## config.mk

```make
export PLATFORM = sky130hd
export DESIGN_NAME = axi_read_sched_flat
export DESIGN_NICKNAME = d
export VERILOG_FILES = /design/src/rtl/axi_read_sched_pkg.sv /design/src/rtl/axi_read_sched_if.sv /design/src/rtl/axi_read_sched_rr_arbiter.sv /design/src/rtl/axi_read_sched.sv /design/src/flat_wrapper.sv
export SDC_FILE = /design/constraint.sdc
export NUM_CORES = 1
export LEC_CHECK = 0
export CAP_MARGIN = 20
export CORE_ASPECT_RATIO = 1.25
export CORE_MARGIN = 4
export CORE_UTILIZATION = 25
export CTS_CLUSTER_SIZE = 20
export DETAILED_ROUTE_END_ITERATION = 10
export SYNTH_ARGS = -nofsm -noshare
export SYNTH_HDL_FRONTEND = slang
export SYNTH_SLANG_ARGS = --single-unit
export TNS_END_PERCENT = 5
```

## constraint.sdc

```tcl
create_clock -name i_clk -period 3 [get_ports i_clk]
set_clock_uncertainty 0.05 [all_clocks]
set_input_delay 0.6 -clock i_clk [delete_from_list [all_inputs] [get_ports i_clk]]
set_output_delay 0.6 -clock i_clk [all_outputs]
set_load 0.01 [all_outputs]
```

## src/rtl/axi_read_sched_pkg.sv

```systemverilog
// Shared types and constants for the AXI3 read scheduler: requester indices,
// FSM state encoding and the cache-line compare used for write hazards.
package axi_read_sched_pkg;

    localparam int DEF_NREQ             = 3;
    localparam int DEF_LINE_BYTE_OFFSET = 6;
    localparam int DEF_AXI_ID_W         = 4;

    localparam int REQ_ICACHE   = 0;
    localparam int REQ_DCACHE   = 1;
    localparam int REQ_UNCACHED = 2;

    localparam logic [1:0] AXI_BURST_INCR = 2'b01;

    typedef enum logic [1:0] {
        ST_IDLE = 2'd0,
        ST_ADDR = 2'd1,
        ST_DATA = 2'd2
    } state_t;

    // True when both addresses fall in the same cache line.
    function automatic logic same_line(input logic [31:0] a,
                                       input logic [31:0] b,
                                       input int          lbo);
        return (a >> lbo) == (b >> lbo);
    endfunction

endpackage

```

## src/rtl/axi_read_sched_if.sv

```systemverilog
// AXI3 read address / read data channel bundle. The master modport is the
// scheduler side, the slave modport is the interconnect side.
interface axi_read_sched_if
    import axi_read_sched_pkg::*;
#(
    parameter int ID_W = DEF_AXI_ID_W
);
    logic [ID_W-1:0] arid;
    logic [31:0]     araddr;
    logic [3:0]      arlen;
    logic [2:0]      arsize;
    logic [1:0]      arburst;
    logic [1:0]      arlock;
    logic [3:0]      arcache;
    logic [2:0]      arprot;
    logic            arvalid;
    logic            arready;

    logic [ID_W-1:0] rid;
    logic [31:0]     rdata;
    logic [1:0]      rresp;
    logic            rlast;
    logic            rvalid;
    logic            rready;

    modport master (
        output arid, araddr, arlen, arsize, arburst, arlock, arcache, arprot,
        output arvalid, rready,
        input  arready, rid, rdata, rresp, rlast, rvalid
    );

    modport slave (
        input  arid, araddr, arlen, arsize, arburst, arlock, arcache, arprot,
        input  arvalid, rready,
        output arready, rid, rdata, rresp, rlast, rvalid
    );

endinterface

```

## src/rtl/axi_read_sched_rr_arbiter.sv

```systemverilog
// Combinational round-robin pick: first eligible index at or above the
// pointer, wrapping around to index 0.
module rr_arbiter #(
    parameter int NREQ  = 3,
    parameter int IDX_W = 2
) (
    input  logic [NREQ-1:0]  i_elig,
    input  logic [IDX_W-1:0] i_ptr,
    output logic             o_valid,
    output logic [IDX_W-1:0] o_idx
);

    always_comb begin
        int w_cand;
        o_valid = 1'b0;
        o_idx   = '0;
        w_cand  = 0;
        // Walk from the farthest offset down so the nearest eligible index wins.
        for (int k = NREQ - 1; k >= 0; k--) begin
            w_cand = (int'(i_ptr) + k) % NREQ;
            if (i_elig[w_cand[IDX_W-1:0]]) begin
                o_valid = 1'b1;
                o_idx   = w_cand[IDX_W-1:0];
            end
        end
    end

endmodule

```

## src/rtl/axi_read_sched.sv

```systemverilog
// Round-robin scheduler of cache line-fill and uncached reads onto a single
// AXI3 read channel, one transaction in flight, with write-hazard hold-off.
module axi_read_sched
    import axi_read_sched_pkg::*;
#(
    parameter int NREQ             = DEF_NREQ,
    parameter int LINE_BYTE_OFFSET = DEF_LINE_BYTE_OFFSET,
    parameter int AXI_ID_W         = DEF_AXI_ID_W
) (
    input  logic                i_clk,
    input  logic                i_rst_n,

    input  logic [NREQ-1:0]     i_req_valid,
    input  logic [NREQ*32-1:0]  i_req_addr,
    input  logic [NREQ*4-1:0]   i_req_len,
    input  logic [NREQ*3-1:0]   i_req_size,
    output logic [NREQ-1:0]     o_req_ready,

    output logic [NREQ-1:0]     o_resp_valid,
    output logic [31:0]         o_resp_data,
    output logic                o_resp_last,
    output logic                o_resp_err,

    input  logic                i_write_process,
    input  logic [31:0]         i_write_address,

    output logic                o_idle,
    output state_t              o_dbg_state,

    axi_read_sched_if.master    m_axi
);

    localparam int IDX_W = (NREQ > 1) ? $clog2(NREQ) : 1;

    state_t           r_state;
    state_t           w_state_nxt;
    logic [IDX_W-1:0] r_rr_ptr;
    logic [IDX_W-1:0] r_grant;
    logic [31:0]      r_araddr;
    logic [3:0]       r_arlen;
    logic [2:0]       r_arsize;

    logic [NREQ-1:0]  w_elig;
    logic             w_pick_valid;
    logic [IDX_W-1:0] w_pick_idx;
    logic             w_unused_rid;

    // Hazard is evaluated only here, at arbitration; a granted request is never recalled.
    always_comb begin
        w_elig = '0;
        for (int k = 0; k < NREQ; k++) begin
            w_elig[k] = i_req_valid[k] &&
                        !(i_write_process &&
                          same_line(i_req_addr[k*32 +: 32], i_write_address, LINE_BYTE_OFFSET));
        end
    end

    rr_arbiter #(
        .NREQ  (NREQ),
        .IDX_W (IDX_W)
    ) u_rr_arbiter (
        .i_elig  (w_elig),
        .i_ptr   (r_rr_ptr),
        .o_valid (w_pick_valid),
        .o_idx   (w_pick_idx)
    );

    always_comb begin
        w_state_nxt    = r_state;
        o_req_ready    = '0;
        o_resp_valid   = '0;
        o_resp_last    = 1'b0;
        o_resp_err     = 1'b0;
        m_axi.arvalid  = 1'b0;
        m_axi.rready   = 1'b0;
        case (r_state)
            ST_IDLE: begin
                if (w_pick_valid) w_state_nxt = ST_ADDR;
            end
            ST_ADDR: begin
                m_axi.arvalid = 1'b1;
                if (m_axi.arready) begin
                    o_req_ready[r_grant] = 1'b1;
                    w_state_nxt          = ST_DATA;
                end
            end
            ST_DATA: begin
                m_axi.rready = 1'b1;
                // rid is ignored: only one burst can be outstanding.
                if (m_axi.rvalid) begin
                    o_resp_valid[r_grant] = 1'b1;
                    o_resp_last           = m_axi.rlast;
                    o_resp_err            = (m_axi.rresp != 2'b00);
                    if (m_axi.rlast) w_state_nxt = ST_IDLE;
                end
            end
            default: w_state_nxt = ST_IDLE;
        endcase
    end

    always_ff @(posedge i_clk or negedge i_rst_n) begin
        if (!i_rst_n) begin
            r_state  <= ST_IDLE;
            r_rr_ptr <= '0;
            r_grant  <= '0;
            r_araddr <= '0;
            r_arlen  <= '0;
            r_arsize <= '0;
        end else begin
            r_state <= w_state_nxt;
            if (r_state == ST_IDLE && w_pick_valid) begin
                r_grant  <= w_pick_idx;
                r_araddr <= i_req_addr[int'(w_pick_idx)*32 +: 32];
                r_arlen  <= i_req_len[int'(w_pick_idx)*4 +: 4];
                r_arsize <= i_req_size[int'(w_pick_idx)*3 +: 3];
            end
            if (r_state == ST_ADDR && m_axi.arready) begin
                r_rr_ptr <= (r_grant == IDX_W'(NREQ - 1)) ? '0 : r_grant + 1'b1;
            end
        end
    end

    assign m_axi.arid    = AXI_ID_W'(r_grant);
    assign m_axi.araddr  = r_araddr;
    assign m_axi.arlen   = r_arlen;
    assign m_axi.arsize  = r_arsize;
    assign m_axi.arburst = AXI_BURST_INCR;
    assign m_axi.arlock  = 2'b00;
    assign m_axi.arcache = 4'b0000;
    assign m_axi.arprot  = 3'b000;

    assign o_resp_data  = m_axi.rdata;
    assign o_idle       = (r_state == ST_IDLE) && !(|i_req_valid);
    assign o_dbg_state  = r_state;
    assign w_unused_rid = ^m_axi.rid;

endmodule

```

## src/flat_wrapper.sv

```systemverilog
// flat-port wrapper written by rule: the top's interface ports become plain ports
module axi_read_sched_flat import axi_read_sched_pkg::*;
#(
    parameter int NREQ             = DEF_NREQ,
    parameter int LINE_BYTE_OFFSET = DEF_LINE_BYTE_OFFSET,
    parameter int AXI_ID_W         = DEF_AXI_ID_W
)
  (i_clk, i_rst_n, i_req_valid, i_req_addr, i_req_len, i_req_size, o_req_ready, o_resp_valid, o_resp_data, o_resp_last, o_resp_err, i_write_process, i_write_address, o_idle, o_dbg_state, m_axi_arid, m_axi_araddr, m_axi_arlen, m_axi_arsize, m_axi_arburst, m_axi_arlock, m_axi_arcache, m_axi_arprot, m_axi_arvalid, m_axi_rready, m_axi_arready, m_axi_rid, m_axi_rdata, m_axi_rresp, m_axi_rlast, m_axi_rvalid);
  axi_read_sched_if m_axi_i ();
  input  logic i_clk;
  input  logic i_rst_n;
  input  logic [NREQ-1:0] i_req_valid;
  input  logic [NREQ*32-1:0] i_req_addr;
  input  logic [NREQ*4-1:0] i_req_len;
  input  logic [NREQ*3-1:0] i_req_size;
  output logic [NREQ-1:0] o_req_ready;
  output logic [NREQ-1:0] o_resp_valid;
  output logic [31:0] o_resp_data;
  output logic o_resp_last;
  output logic o_resp_err;
  input  logic i_write_process;
  input  logic [31:0] i_write_address;
  output logic o_idle;
  output state_t o_dbg_state;
  output wire logic [$bits(m_axi_i.arid)-1:0] m_axi_arid;
  output wire logic [$bits(m_axi_i.araddr)-1:0] m_axi_araddr;
  output wire logic [$bits(m_axi_i.arlen)-1:0] m_axi_arlen;
  output wire logic [$bits(m_axi_i.arsize)-1:0] m_axi_arsize;
  output wire logic [$bits(m_axi_i.arburst)-1:0] m_axi_arburst;
  output wire logic [$bits(m_axi_i.arlock)-1:0] m_axi_arlock;
  output wire logic [$bits(m_axi_i.arcache)-1:0] m_axi_arcache;
  output wire logic [$bits(m_axi_i.arprot)-1:0] m_axi_arprot;
  output wire logic [$bits(m_axi_i.arvalid)-1:0] m_axi_arvalid;
  output wire logic [$bits(m_axi_i.rready)-1:0] m_axi_rready;
  input wire logic [$bits(m_axi_i.arready)-1:0] m_axi_arready;
  input wire logic [$bits(m_axi_i.rid)-1:0] m_axi_rid;
  input wire logic [$bits(m_axi_i.rdata)-1:0] m_axi_rdata;
  input wire logic [$bits(m_axi_i.rresp)-1:0] m_axi_rresp;
  input wire logic [$bits(m_axi_i.rlast)-1:0] m_axi_rlast;
  input wire logic [$bits(m_axi_i.rvalid)-1:0] m_axi_rvalid;
  assign m_axi_arid = m_axi_i.arid;
  assign m_axi_araddr = m_axi_i.araddr;
  assign m_axi_arlen = m_axi_i.arlen;
  assign m_axi_arsize = m_axi_i.arsize;
  assign m_axi_arburst = m_axi_i.arburst;
  assign m_axi_arlock = m_axi_i.arlock;
  assign m_axi_arcache = m_axi_i.arcache;
  assign m_axi_arprot = m_axi_i.arprot;
  assign m_axi_arvalid = m_axi_i.arvalid;
  assign m_axi_rready = m_axi_i.rready;
  assign m_axi_i.arready = m_axi_arready;
  assign m_axi_i.rid = m_axi_rid;
  assign m_axi_i.rdata = m_axi_rdata;
  assign m_axi_i.rresp = m_axi_rresp;
  assign m_axi_i.rlast = m_axi_rlast;
  assign m_axi_i.rvalid = m_axi_rvalid;
  axi_read_sched #(.NREQ(NREQ), .LINE_BYTE_OFFSET(LINE_BYTE_OFFSET), .AXI_ID_W(AXI_ID_W)) u_core (.i_clk(i_clk), .i_rst_n(i_rst_n), .i_req_valid(i_req_valid), .i_req_addr(i_req_addr), .i_req_len(i_req_len), .i_req_size(i_req_size), .o_req_ready(o_req_ready), .o_resp_valid(o_resp_valid), .o_resp_data(o_resp_data), .o_resp_last(o_resp_last), .o_resp_err(o_resp_err), .i_write_process(i_write_process), .i_write_address(i_write_address), .o_idle(o_idle), .o_dbg_state(o_dbg_state), .m_axi(m_axi_i));
endmodule
```

==> impl_results.md, run 1 <==
- Sequential fraction of design power: 18.0%
- Fmax: 330 MHz
- Number of clock sinks: 45
- DR iter-0 viols: 157
- Total die area: 19300 µm²
- Leakage power total: 3.18 nW
- Final-stage net count: 918
- Most used standard cells in the synthesized netlist: xnor2_1, buf_4, dfrtp_1
- Maximum net fanout on the critical path: 9
- Kind of start point of the critical path: primary input
- Internal Power: 3.54 mW
- Die Span X: 125 µm
- Fraction of final layout cells with drive strength greater than 1: 30.2%
- Via count of the first global-routing pass: 5266
- Post-synthesis instance area: 4270 µm²
- Weighted congestion reported at the end of routability-driven placement: 0.876
- Worst Slack Setup Final: -31.1 ps
- Cells after DPL: 921
- Maximum number of pins on one net before global-route repair: 40
- Boundary pin count: 295
- Initial antenna violation count: 4
- Violated checks: negative setup slack
- Sequential area share after synthesis: 26.3%
- Endpoint class of the critical path: flop
- Residual DRC count: 0
- Max capacitance violation total: 0
- Clock latency on the worst-skew pair: 290 ps
- Wirelength per Cell: 21.2 µm
- Final routed wirelength across all metal layers: 20.1 mm
- Final non-filler cell total: 946
- Final ANT Viol Nets: 0
- Utilization after layout: 45.8%
- Total core area: 16800 µm²
- Register bit count reported by yosys: 45
- Critical Setup Path Class: in2reg
- CTS Hold Buffers Added: 0
- Leading post-synthesis cells by cell area: dfrtp_1, xnor2_1, buf_4, o31ai_1, a221oi_2
- Number of distinct standard cells referenced by the synthesized netlist: 42
- Worst ir drop on vdd: 0.415 mV
- Final number of hold-violating endpoints: 0
- Clock network fraction of total power: 12.1%
- Switching share of total power: 41.7%
- Count of endpoints failing setup in the final report: 11
- Status: finished with violations
- Final period demand of the worst path: 3030 ps
- Synth Instances: 481
- Power density over the cells: 789 nW/µm²
- Setup TNS: -147 ps
- Global routing usage summed across all routing layers: 19.7%
- Portion of synthesized cell area occupied by the leading cell type: 26.3%
- Worst Tran Pin Value: 990 ps
- TritonCTS clock tree: done
- Most used standard cell by instance count after synthesis: xnor2_1
- Die Height: 154 µm
- Final max-slew violation count: 0
- Area growth from synthesis to layout: 79.9%
- Relative slew slack: 34.0%
- Worst hold slack after final layout: 418 ps
- Ratio of final minimum period to clock period: 101%
- Clock transition time at the flip-flop clock pins of the worst setup and hold paths: 70 ps
- Unrepaired setup endpoints after global routing: true
- Net switching component of the power: 2.53 mW
- Worst min-delay path category: in2async
- Global route total overflow: 0
- Share of flip-flops with an asynchronous set or reset after synthesis: 100%
- Number of synthesized flops with an enable pin: 0
- Number of buffers inserted during clock tree synthesis: 5
- Cell Rows: 53
- Largest area contributor in the netlist: dfrtp_1
- Signal arrival time at the worst endpoint: 3150 ps
- Total vias in the final route: 4665
- HPWL reported at the end of detailed placement: 15.3 mm
- Warnings from Yosys: 0
- Count of input and output buffers: 207
- Maximum root-to-sink buffer count: 2
- Power, Total: 6.07 mW
- Wire length of the first global-routing pass: 29.6 mm
- CTS Root Buffer Type: clkbuf_16
- Number of levels the H-tree was split into: 2
- Fraction of power consumed by combinational cells: 69.8%
- Number of iterations in the first detailed-routing pass: 4
- Routed via count divided by cell count: 4.93
- Starting Density: 25.5%
- Synth Flop Type: dfrtp_1
- Data required time of the worst path: 3120 ps
- Post-synthesis average cell area: 8.89 µm²
==> registers in the layout, summed over array words and instances (netlist names) <==
signal,flops
u_core.m_axi.araddr,32
u_core.m_axi.arlen,4
u_core.m_axi.arsize,3
u_core.o_dbg_state,2
u_core.r_grant,2
u_core.r_rr_ptr,2
==> layout make-up <==
cell class / instances / area, µm²
clock buffer: 5 / 125
multi-input combinational: 362 / 3170
fill: 1629 / 9090
sequential: 45 / 1130
clock inverter: 3 / 65.1
antenna: 5 / 12.5
inverter: 6 / 22.5
tap: 220 / 275
timing repair buffer: 300 / 2890
==> routing by layer <==
metal  share of wire [%]  global-route usage (%)  up-vias
li1                    -                       -     2173
met1                  38                    21.8     2242
met2                  52                    35.5      188
met3                 5.5                    4.15       62
met4                 4.9                    9.92        0
met5                   0                       0        -
==> power groups by stage <==
| stage | logic (mW) | registers, mW | clock network (mW) |
|---|---|---|---|
| after floorplan | 2.00 | 1.20 | 0 |
| after global placement | 3.75 | 1.10 | 0 |
| after detailed placement | 3.80 | 1.10 | 0 |
| after CTS | 3.99 | 1.10 | 0.752 |
| after global routing | 4.53 | 1.13 | 0.770 |
| final | 4.24 | 1.09 | 0.735 |
==> what timing repair did <==
action,4_1_cts,5_1_grt
buffers inserted,7,1
endpoints found under the setup margin,42,42
endpoints found under the hold margin,0,0
cloned,2,3
pin swaps,40,68
resized for setup,135,78
==> worst max-delay path, stage by stage <==
cell	delay (ps)
buf_8	110
xnor2_4	220
nand4_1	210
or4_4	470
o41a_1	340
maj3_2	330
a21bo_4	310
clkbuf_16	200
a221oi_2	260
o31ai_1	100
==> path summary, 6_finish.rpt <==
| path | startpoint | endpoint | slack, ps | cells after the start |
|---|---|---|---|---|
| max in group asynchronous | i_rst_n | u_core.m_axi.arlen[1] | 1800 | 2 |
| min reg2reg | u_core.m_axi.arsize[1] | u_core.m_axi.arsize[1] | 460 | 2 |
| max | i_write_address[14] | u_core.m_axi.araddr[14] | -30 | 10 |
| min | i_rst_n | u_core.m_axi.araddr[21] | 420 | 1 |
| min in group i_clk | u_core.m_axi.arsize[1] | u_core.m_axi.arsize[1] | 460 | 2 |
| max reg2reg | u_core.r_rr_ptr[1] | u_core.m_axi.araddr[18] | 370 | 12 |
==> logic make-up (layout without fill, tap and decap cells) <==
kind of cell | Yosys count | after routing | share of synthesized area (%)
DFF | 45 | 45 | 26.3
adders and majority gates | 3 | 3 | 0.849
and+or+nand+nor | 131 | 131 | 18.2
buffers and inverters | 85 | 314 | 12.7
xor gates and xnor gates | 78 | 78 | 16.0
muxes | 1 | 1 | 0.263
AOI/OAI and AO/OA | 136 | 136 | 25.5
other | 2 | 18 | 0.176
==> cells in the final DEF (no fill, tap or decap), types with 9 or more instances in the layout <==
| cell | netlist | layout |
|---|---|---|
| buf_2 | 7 | 16 |
| nand4_1 | 16 | 16 |
| and2_1 | 39 | 39 |
| clkbuf_2 | 0 | 11 |
| clkdlybuf4s50_1 | 0 | 148 |
| dlygate4sd2_1 | 0 | 9 |
| xnor2_2 | 0 | 24 |
| dfrtp_1 | 45 | 45 |
| xnor2_1 | 70 | 42 |
| buf_4 | 45 | 77 |
| dlymetal6s2s_1 | 0 | 16 |
| a221oi_2 | 17 | 34 |
| buf_12 | 0 | 9 |
| o21ai_0 | 41 | 41 |
| nor2_1 | 9 | 9 |
| conb_1 | 2 | 13 |
| nor2b_1 | 40 | 40 |
| o31ai_1 | 39 | 37 |
==> per-stage QoR <==
| step | cell area (µm²) | setup slack, ps |
|---|---|---|
| floorplan | 4470 | 63.1 |
| global placement | 7020 | -1040 |
| detailed placement | 7020 | -1090 |
| CTS | 7450 | -80.8 |
| global route | 7690 | -104 |
| finish | 7690 | -31.1 |
(Power assumes the default switching activity.)
==> run 2: changes to the inputs <==
--- a/config.mk
+++ b/config.mk
@@ -8,9 +8,11 @@
 export CAP_MARGIN = 20
 export CORE_ASPECT_RATIO = 1.25
 export CORE_MARGIN = 4
-export CORE_UTILIZATION = 25
+export CORE_UTILIZATION = 36
+export CTS_CLUSTER_DIAMETER = 150
 export CTS_CLUSTER_SIZE = 20
 export DETAILED_ROUTE_END_ITERATION = 10
+export PLACE_DENSITY = 0.82
 export SYNTH_ARGS = -nofsm -noshare
 export SYNTH_HDL_FRONTEND = slang
 export SYNTH_SLANG_ARGS = --single-unit
==> impl_results.md, run 2 (synthesized netlist as in run 1, its figures left out) <==
- Fmax: 328 MHz
- HPWL reported at the end of detailed placement: 14.7 mm
- Launching point of the worst reg2reg path: u_core.r_rr_ptr[0]
- Via count of the first global-routing pass: 5263
- Data required time of the worst path: 3110 ps
- Number of iterations in the first detailed-routing pass: 5
- Final-stage net count: 907
- Wire length of the first global-routing pass: 29.3 mm
- Residual DRC count: 0
- TritonCTS clock tree: done
- Reg-to-reg slack, setup: 320 ps
- CTS Root Buffer Type: clkbuf_16
- Max capacitance violation total: 0
- Clock transition time at the flip-flop clock pins of the worst setup and hold paths: 70 ps
- Unrepaired setup endpoints after global routing: true
- Area of the multi-input gates: 3420 µm²
- Worst Tran Pin Value: 618 ps
- Flip-flop and latch area: 1130 µm²
- Wirelength per Cell: 22.9 µm
- Total vias in the final route: 4944
- Final ANT Viol Nets: 0
- Die Span X: 105 µm
- Weighted congestion reported at the end of routability-driven placement: 1.06
- Boundary pin count: 295
- Final period demand of the worst path: 3050 ps
- Final routed wirelength across all metal layers: 20.0 mm
- Total core area: 11600 µm²
- Power density over the cells: 796 nW/µm²
- Count of input and output buffers: 207
- Global route total overflow: 0
- Maximum net fanout on the critical path: 13
- Leakage power total: 3.21 nW
- Global routing usage summed across all routing layers: 27.7%
- Violated checks: negative setup slack
- Placed instance area: 6950 µm²
- Final design area excluding fillers: 7770 µm²
- Maximum number of pins on one net before global-route repair: 33
- Cells after DPL: 857
- DR iter-0 viols: 207
- Status: finished with violations
- Final number of hold-violating endpoints: 0
- Number of buffers inserted during clock tree synthesis: 5
- Crit Reg-Reg Endpoint: u_core.m_axi.araddr[23]
- Total of fill cells in the finished design: 886
- Most frequent cells in the layout: clkdlybuf4s50_1, buf_4, dfrtp_1, o21ai_0, nor2b_1
- Area growth from synthesis to layout: 81.9%
- Relative slew slack: 58.8%
- Fraction of final layout cells with drive strength greater than 1: 32.0%
- Total die area: 13700 µm²
- Worst ir drop on vdd: 0.544 mV
- Die Height: 130 µm
- Maximum root-to-sink buffer count: 2
- Final non-filler cell total: 872
- Kind of start point of the critical path: primary input
- Initial antenna violation count: 1
- Critical Setup Path Class: in2reg
- Max reg flops: 32
- Starting Density: 36.8%
- Cell Rows: 44
- Final max-slew violation count: 0
- Signal arrival time at the worst endpoint: 3160 ps
- Endpoint class of the critical path: flop
- Count of endpoints failing setup in the final report: 4
- Worst Slack Setup Final: -49.1 ps
- Worst reg-to-reg path cell count: 12
- Power, Total: 6.19 mW
- Routed via count divided by cell count: 5.67
- Worst min-delay path category: in2async
- Number of clock sinks: 45
- Clock latency on the worst-skew pair: 290 ps
- Number of levels the H-tree was split into: 2
- Most frequent standard cell in the layout excluding fill and tap cells: clkdlybuf4s50_1
- Ratio of final minimum period to clock period: 102%
==> run 2: changes by cell type in the layout (fill, tap and decap cells not counted), moves of 5 or more <==
cell	change
buf_4	-11
a221oi_2	-10
a221oi_4	+10
clkdlybuf4s50_1	-10
xnor2_1	-10
xnor2_2	+7
buf_6	+5
==> run 2: cell type report <==
cell class	count	area share, %
antenna	1	0.0322
clock buffer	6	1.79
clock inverter	2	0.483
inverter	6	0.290
multi-input combinational	362	44.0
sequential	45	14.5
tap	161	2.59
timing repair buffer	289	36.3
==> run 2: worst max-delay path by stage <==
stage | start | depth (start not counted) | end
after floorplan | i_write_address[6] | 9 | u_core.m_axi.araddr[0]
after global placement | i_req_addr[14] | 11 | u_core.m_axi.arsize[0]
after detailed placement | i_write_address[8] | 11 | u_core.m_axi.araddr[23]
after CTS | i_write_address[7] | 10 | u_core.m_axi.araddr[9]
after global routing | i_req_addr[73] | 12 | u_core.m_axi.araddr[23]
final | i_write_address[7] | 11 | u_core.m_axi.araddr[23]
==> run 2: power by group <==
| part | leakage [nW] | total (mW) | internal [mW] | switching (mW) |
|---|---|---|---|---|
| Sequential | 0.558 | 1.12 | 0.917 | 0.198 |
| Combinational | 2.57 | 4.41 | 2.19 | 2.22 |
| Clock | 0.0831 | 0.668 | 0.416 | 0.252 |
| Total | 3.21 | 6.19 | 3.52 | 2.67 |
==> run 2: repair_timing <==
action,in CTS,in global routing
buffers inserted,2,2
gates cloned,3,0
endpoints found under the setup margin,42,42
hold buffers,0,0
hold endpoints to repair,0,0
pin swaps,49,70
resized for setup,202,85
==> run 2: metal layers <==
metal	global-route usage, %	up-vias	wire length [µm]
li1	-	2150	-
met1	28.8	2380	6850
met2	51.6	312	10400
met3	5.05	102	1360
met4	17.1	0	1410
met5	0	-	0
==> run 2: critical path, stage by stage <==
cell,delay (ps)
buf_4,130
xnor2_2,160
nand4_1,160
or4_4,510
o41a_1,330
maj3_2,340
buf_4,150
nand2_2,160
buf_12,200
a221oi_2,80
o31ai_1,330
==> run 2: stage by stage <==
stage                     util (%)  hold slack, ps  setup TNS (ps)  setup slack (ps)
after global placement        59.8             445          -26910              -664
after global routing          66.9             302            -617              -156
after CTS                     64.0             287               0             0.716
final                         66.9             259           -78.0             -49.1
after floorplan                  -             254               0              63.1
after detailed placement      59.8             450          -31200              -789
